`src/rtl/fetch_stage.sv`:
```
// fetch_stage: instruction-fetch stage feeding decode.
// Owns the fetch PC, issues credit-limited requests to instruction memory,
// tracks the PCs of outstanding requests, buffers returned words with their
// PCs, and flushes/discards work on a branch or jump redirect.
// Address bit 31 here is the memory interface's "bit 0" (the MSB).
module fetch_stage #(
    parameter logic [31:0] RESET_PC = 32'h0000_0000,
    parameter int          DEPTH    = 2
) (
    input  logic        clk,
    input  logic        reset,
    output logic        imem_req,
    output logic [31:0] imem_addr,
    input  logic        imem_gnt,
    input  logic        imem_rvalid,
    input  logic [31:0] imem_rdata,
    input  logic        stall,
    input  logic        redirect,
    input  logic [31:0] redirect_pc,
    output logic [31:0] insn,
    output logic [31:0] pc,
    output logic        valid_insn
);

    localparam int PW = (DEPTH > 2) ? 2 : 1;   // ring pointer width
    localparam int CW = $clog2(DEPTH + 1);      // counter width, holds 0..DEPTH

    // control state
    logic [31:0]   fpc_q, fpc_d;
    logic [CW-1:0] out_cnt_q, out_cnt_d;
    logic [CW-1:0] drop_cnt_q, drop_cnt_d;
    logic [CW-1:0] occ_q, occ_d;
    logic [PW-1:0] fifo_rd_q, fifo_rd_d;
    logic [PW-1:0] fifo_wr_q, fifo_wr_d;
    logic [PW-1:0] pcq_rd_q, pcq_rd_d;
    logic [PW-1:0] pcq_wr_q, pcq_wr_d;

    // storage, not reset: contents are only meaningful under the counters
    logic [31:0]   pcq_q       [DEPTH];
    logic [31:0]   fifo_insn_q [DEPTH];
    logic [31:0]   fifo_pc_q   [DEPTH];

    logic          pop;
    logic          grant;
    logic          fifo_push;
    logic [CW:0]   credit_used;

    // low two bits of a redirect target are dropped (word alignment)
    logic          unused_rpc_low;
    assign unused_rpc_low = ^redirect_pc[1:0];

    function automatic logic [PW-1:0] ptr_inc(input logic [PW-1:0] p);
        ptr_inc = (p == PW'(DEPTH - 1)) ? '0 : p + PW'(1);
    endfunction

    // request credit, grant/pop/push qualification
    always_comb begin
        pop         = (occ_q != '0) && !stall;
        credit_used = {1'b0, out_cnt_q} + {1'b0, occ_q} - {{CW{1'b0}}, pop};
        imem_req    = !reset && !redirect && (credit_used < (CW+1)'(DEPTH));
        imem_addr   = fpc_q;
        grant       = imem_req && imem_gnt;
        fifo_push   = imem_rvalid && !redirect && (drop_cnt_q == '0);
    end

    // next-state for PC, counters and ring pointers; redirect has priority
    always_comb begin
        fpc_d      = fpc_q;
        out_cnt_d  = out_cnt_q + CW'(grant) - CW'(imem_rvalid);
        drop_cnt_d = drop_cnt_q;
        occ_d      = occ_q;
        fifo_rd_d  = fifo_rd_q;
        fifo_wr_d  = fifo_wr_q;
        pcq_wr_d   = grant       ? ptr_inc(pcq_wr_q) : pcq_wr_q;
        pcq_rd_d   = imem_rvalid ? ptr_inc(pcq_rd_q) : pcq_rd_q;

        if (redirect) begin
            fpc_d      = {redirect_pc[31:2], 2'b00};
            // everything still in flight is stale, including a response arriving now
            drop_cnt_d = out_cnt_q - CW'(imem_rvalid);
            occ_d      = '0;
            fifo_rd_d  = '0;
            fifo_wr_d  = '0;
        end else begin
            if (grant) begin
                fpc_d = fpc_q + 32'd4;
            end
            if (imem_rvalid && (drop_cnt_q != '0)) begin
                drop_cnt_d = drop_cnt_q - CW'(1);
            end
            occ_d = occ_q + CW'(fifo_push) - CW'(pop);
            if (fifo_push) begin
                fifo_wr_d = ptr_inc(fifo_wr_q);
            end
            if (pop) begin
                fifo_rd_d = ptr_inc(fifo_rd_q);
            end
        end
    end

    // control registers with asynchronous reset
    always_ff @(posedge clk or posedge reset) begin
        if (reset) begin
            fpc_q      <= RESET_PC;
            out_cnt_q  <= '0;
            drop_cnt_q <= '0;
            occ_q      <= '0;
            fifo_rd_q  <= '0;
            fifo_wr_q  <= '0;
            pcq_rd_q   <= '0;
            pcq_wr_q   <= '0;
        end else begin
            fpc_q      <= fpc_d;
            out_cnt_q  <= out_cnt_d;
            drop_cnt_q <= drop_cnt_d;
            occ_q      <= occ_d;
            fifo_rd_q  <= fifo_rd_d;
            fifo_wr_q  <= fifo_wr_d;
            pcq_rd_q   <= pcq_rd_d;
            pcq_wr_q   <= pcq_wr_d;
        end
    end

    // PC queue and instruction buffer data writes
    always_ff @(posedge clk) begin
        if (grant) begin
            pcq_q[pcq_wr_q] <= fpc_q;
        end
        if (fifo_push) begin
            fifo_insn_q[fifo_wr_q] <= imem_rdata;
            fifo_pc_q[fifo_wr_q]   <= pcq_q[pcq_rd_q];
        end
    end

    // decode sees the buffer head, or a zero noop when empty
    always_comb begin
        valid_insn = (occ_q != '0);
        insn       = valid_insn ? fifo_insn_q[fifo_rd_q] : 32'h0;
        pc         = valid_insn ? fifo_pc_q[fifo_rd_q]   : 32'h0;
    end

    // the credit rule must keep the buffer from overflowing
    a_no_overflow: assert property (@(posedge clk) disable iff (reset)
        !(fifo_push && !pop && (occ_q == CW'(DEPTH))));

    // a response can only answer a request that was granted
    a_no_orphan_rsp: assert property (@(posedge clk) disable iff (reset)
        !(imem_rvalid && (out_cnt_q == '0)));

endmodule

```
`config.mk`:
```
export PLATFORM = sky130hd
export DESIGN_NAME = fetch_stage
export DESIGN_NICKNAME = d
export VERILOG_FILES = /design/src/rtl/fetch_stage.sv
export SDC_FILE = /design/constraint.sdc
export NUM_CORES = 1
export LEC_CHECK = 0
export CAP_MARGIN = 20
export CORE_MARGIN = 1.5
export CORE_UTILIZATION = 56
export DETAILED_ROUTE_END_ITERATION = 8
export PLACE_DENSITY_LB_ADDON = 0.2
export RECOVER_POWER = 25
export SETUP_SLACK_MARGIN = 0.5
export SYNTH_ARGS = -nofsm -noshare
export SYNTH_HDL_FRONTEND = slang
export SYNTH_SLANG_ARGS = --single-unit
```
`constraint.sdc`:
```
create_clock -name clk -period 6.15 [get_ports clk]
set_clock_uncertainty 0.2 [all_clocks]
set_input_delay 1.23 -clock clk [delete_from_list [all_inputs] [get_ports clk]]
set_output_delay 1.23 -clock clk [all_outputs]
set_load 0.02 [all_outputs]
```
==> out/results.ini <==
[detailed_routing]
ant_nets=0
vias_per_cell=5.60
drc=0
drt-pass1-iter-count=5
wl_per_cell_um=18.4
initialDrtViolationCount=407
routed_wl_um=19100
via_count=5827

[final_layout]
n_antenna_cell=0
area_growth_pct=27.8
drive_above_1_share_pct=9.59
final_area_um2=11800
num-nets-final=887

[floorplan]
die_area_um2=17300
initial_core_util_pct=57.7
pin_count=168
fp.dieW_um=131
core_um2=16000
num_rows=46
die_h_um=131

[clock_network]
cts_buffer_depth=3
postCtsHoldBufs=0
clkTransAtPathRegs_ns=0.06
cts_resized=0
clock-sinks=224
cts_tree=yes
root_buffer=clkbuf_16
clk_latency_ns=0.49
h-tree-depth=1
cts_made_buffers=23
post_cts.repair.setup_buffers=0

[timing]
finalCritPeriodShare_pct=83.3
finalWorstSetupSlack_ns=1.03
min_period_ns=5.12
rsz0062_at_grt=no
setup_viol=0
hold_slack_ns=0.323
hold_viol_final=0
final_max_slew_viol_count=0
fmaxAchievable_mhz=195
worst_pin_slew_ns=0.818
slew_headroom_pct=44.9
setup_tns_ns=0

[synth]
synth_area_per_cell_um2=14.5
ys_ff_latch=224
synth_cell_types=46
synth_area_um2=9230
synth_sequential_area_ratio_pct=70.7
syn-instance-count=637
yosysWarnings=0

[worst_hold_path]
hold_path.startpoint=pcq_wr_q
worst_hold_path.num_cells=1
hold_path.class=reg -> reg

[placement]
dpl_cell_area_um2=11100
dp_hpwl_um=12400
port_buffers=161
dp_slack_ns=1.05
place_congestion=0.851

[job]
maxCapViolations=0

[pwr]
share_seq_of_total_power_pct=41.0
leakagePower_nw=4.05
switchingPower_mw=1.54
power_mw=4.84
ir_drop_uv=278
p_comb_share_pct=33.3
p_clk_share_pct=25.7
power.density_nw_per_um2=410
switching_share_pct=31.7
p_int_mw=3.31

[worst_setup_path]
crit_fanout=3
critPathLaunch=stall
r2r.worst_path.cells=12
crit_path_end_kind=primary output
cp.arrival_ns=3.69
rr_startpoint=occ_q[1]
critical_path_required_ns=4.72
start_kind=input port
crit_type=in -> out

[global_routing]
antenna_found_initial=0
grt_pass1_wl_um=30800
grt_max_degree=64
grt_pass1_vias=6022
grt_usage_pct=22.3
grt_overflow=0

[run_status]
outcome=finished, final reports clean

## power groups by stage
stage	clock [mW]	sequential (mW)	combinational, mW
CTS	1.27	2.04	1.57
finish	1.25	1.99	1.61
global placement	0	2.06	1.51
floorplan	0	2.00	0.947
detailed placement	0	2.07	1.56
global route	1.32	2.01	1.73
## Yosys cell counts, drive strengths merged
library cell / n / area (um^2)
fa: 1 / 20.0
and2: 5 / 31.3
and3: 2 / 12.5
buf: 16 / 91.3
conb: 1 / 3.75
nand2b: 1 / 6.26
clkbuf: 16 / 60.1
edfxtp: 184 / 5530
inv: 15 / 56.3
a32oi: 3 / 26.3
xnor2: 9 / 78.8
nor4b: 1 / 8.76
o211ai: 11 / 82.6
mux2: 30 / 338
a21oi: 6 / 30.0
nand2: 43 / 161
nand3b: 1 / 7.51
and4: 1 / 8.76
o21bai: 1 / 7.51
or4: 3 / 22.5
or3b: 1 / 8.76
clkinv: 1 / 3.75
o311ai: 12 / 105
nand4: 5 / 31.3
o31a: 1 / 8.76
nor4: 6 / 67.6
nor2: 86 / 325
a211oi: 1 / 7.51
nand3: 23 / 125
dfrtp: 40 / 1000
o21ai: 21 / 105
ha: 8 / 100
nor2b: 1 / 6.26
xor2: 2 / 17.5
a22oi: 2 / 15.0
mux2i: 63 / 631
a221o: 2 / 20.0
a31oi: 7 / 43.8
a41oi: 2 / 17.5
nor3: 3 / 15.0
## cells in the final DEF, fill, tap and decap left out, drive strengths merged, types with 14 or more instances in the layout
master / n
buf: 14
dlygate4sd3: 28
mux2i: 63
nand3: 23
clkdlybuf4s50: 133
inv: 15
nor2: 86
edfxtp: 184
mux2: 30
nand2: 43
o21ai: 21
clkbuf: 30
dfrtp: 40
## per-layer routing
metal | wire length, um | global-route usage (%) | vias to the layer above
li1 | - | - | 2711
met1 | 7710 | 28.6 | 2826
met2 | 9740 | 38.6 | 250
met3 | 1290 | 4.05 | 40
met4 | 374 | 7.47 | 0
met5 | 0 | 0 | -
## sequential cells by signal, summed over array words and instances (netlist names)
signal and cells:
drop_cnt_q 2, fifo_insn_q 64, fifo_pc_q 60, fifo_rd_q 1, fifo_wr_q 1, imem_addr 30
occ_q 2, out_cnt_q 2, pcq_q 60, pcq_rd_q 1, pcq_wr_q 1
## layout make-up
class / count / area [um^2]
fill: 1052 / 4200
tap: 216 / 270
clock inverter: 11 / 73.8
timing repair buffer: 175 / 1740
sequential: 224 / 6530
inverter: 16 / 60.1
multi-input combinational: 368 / 2530
clock buffer: 30 / 602
## metrics by stage
step / utilization (%) / instances
floorplan: - / 640
detailed placement: 69.3 / 997
global route: 73.8 / 1040
CTS: 73.6 / 1038
finish: 73.8 / 1040
global placement: 69.3 / 997
## cells by family (layout without fill, tap and decap cells)
kind of cell	after synthesis	count (layout)	share of synthesized area (%)
DFF	224	224	70.7
and+or+nand+nor	182	182	9.08
muxes	93	93	10.5
AOI/OAI and AO/OA	69	69	5.08
buffers and inverters	48	232	2.29
xor gates and xnor gates	11	11	1.04
adders and majority gates	9	9	1.30
other	1	4	0.0406
## final timing paths
| path | to | slack, ns |
|---|---|---|
| worst max register to register | out_cnt_q[1] | 2.35 |
| min in group asynchronous | imem_addr[3] | 1.10 |
| worst min-delay path | pcq_wr_q | 0.32 |
| worst min register to register | pcq_wr_q | 0.32 |
| max in group asynchronous | fifo_rd_q | 4.26 |
| worst max-delay path | imem_req | 1.03 |
## worst max-delay path: stages
cell and delay (ns):
clkdlybuf4s50_1 0.46, nor3_1 0.29, o21ai_0 0.19, fa_1 0.41, xnor2_1 0.19, nor4b_1 0.25, clkdlybuf4s50_1 0.66
No activity file was read; power rests on OpenSTA's default activity.
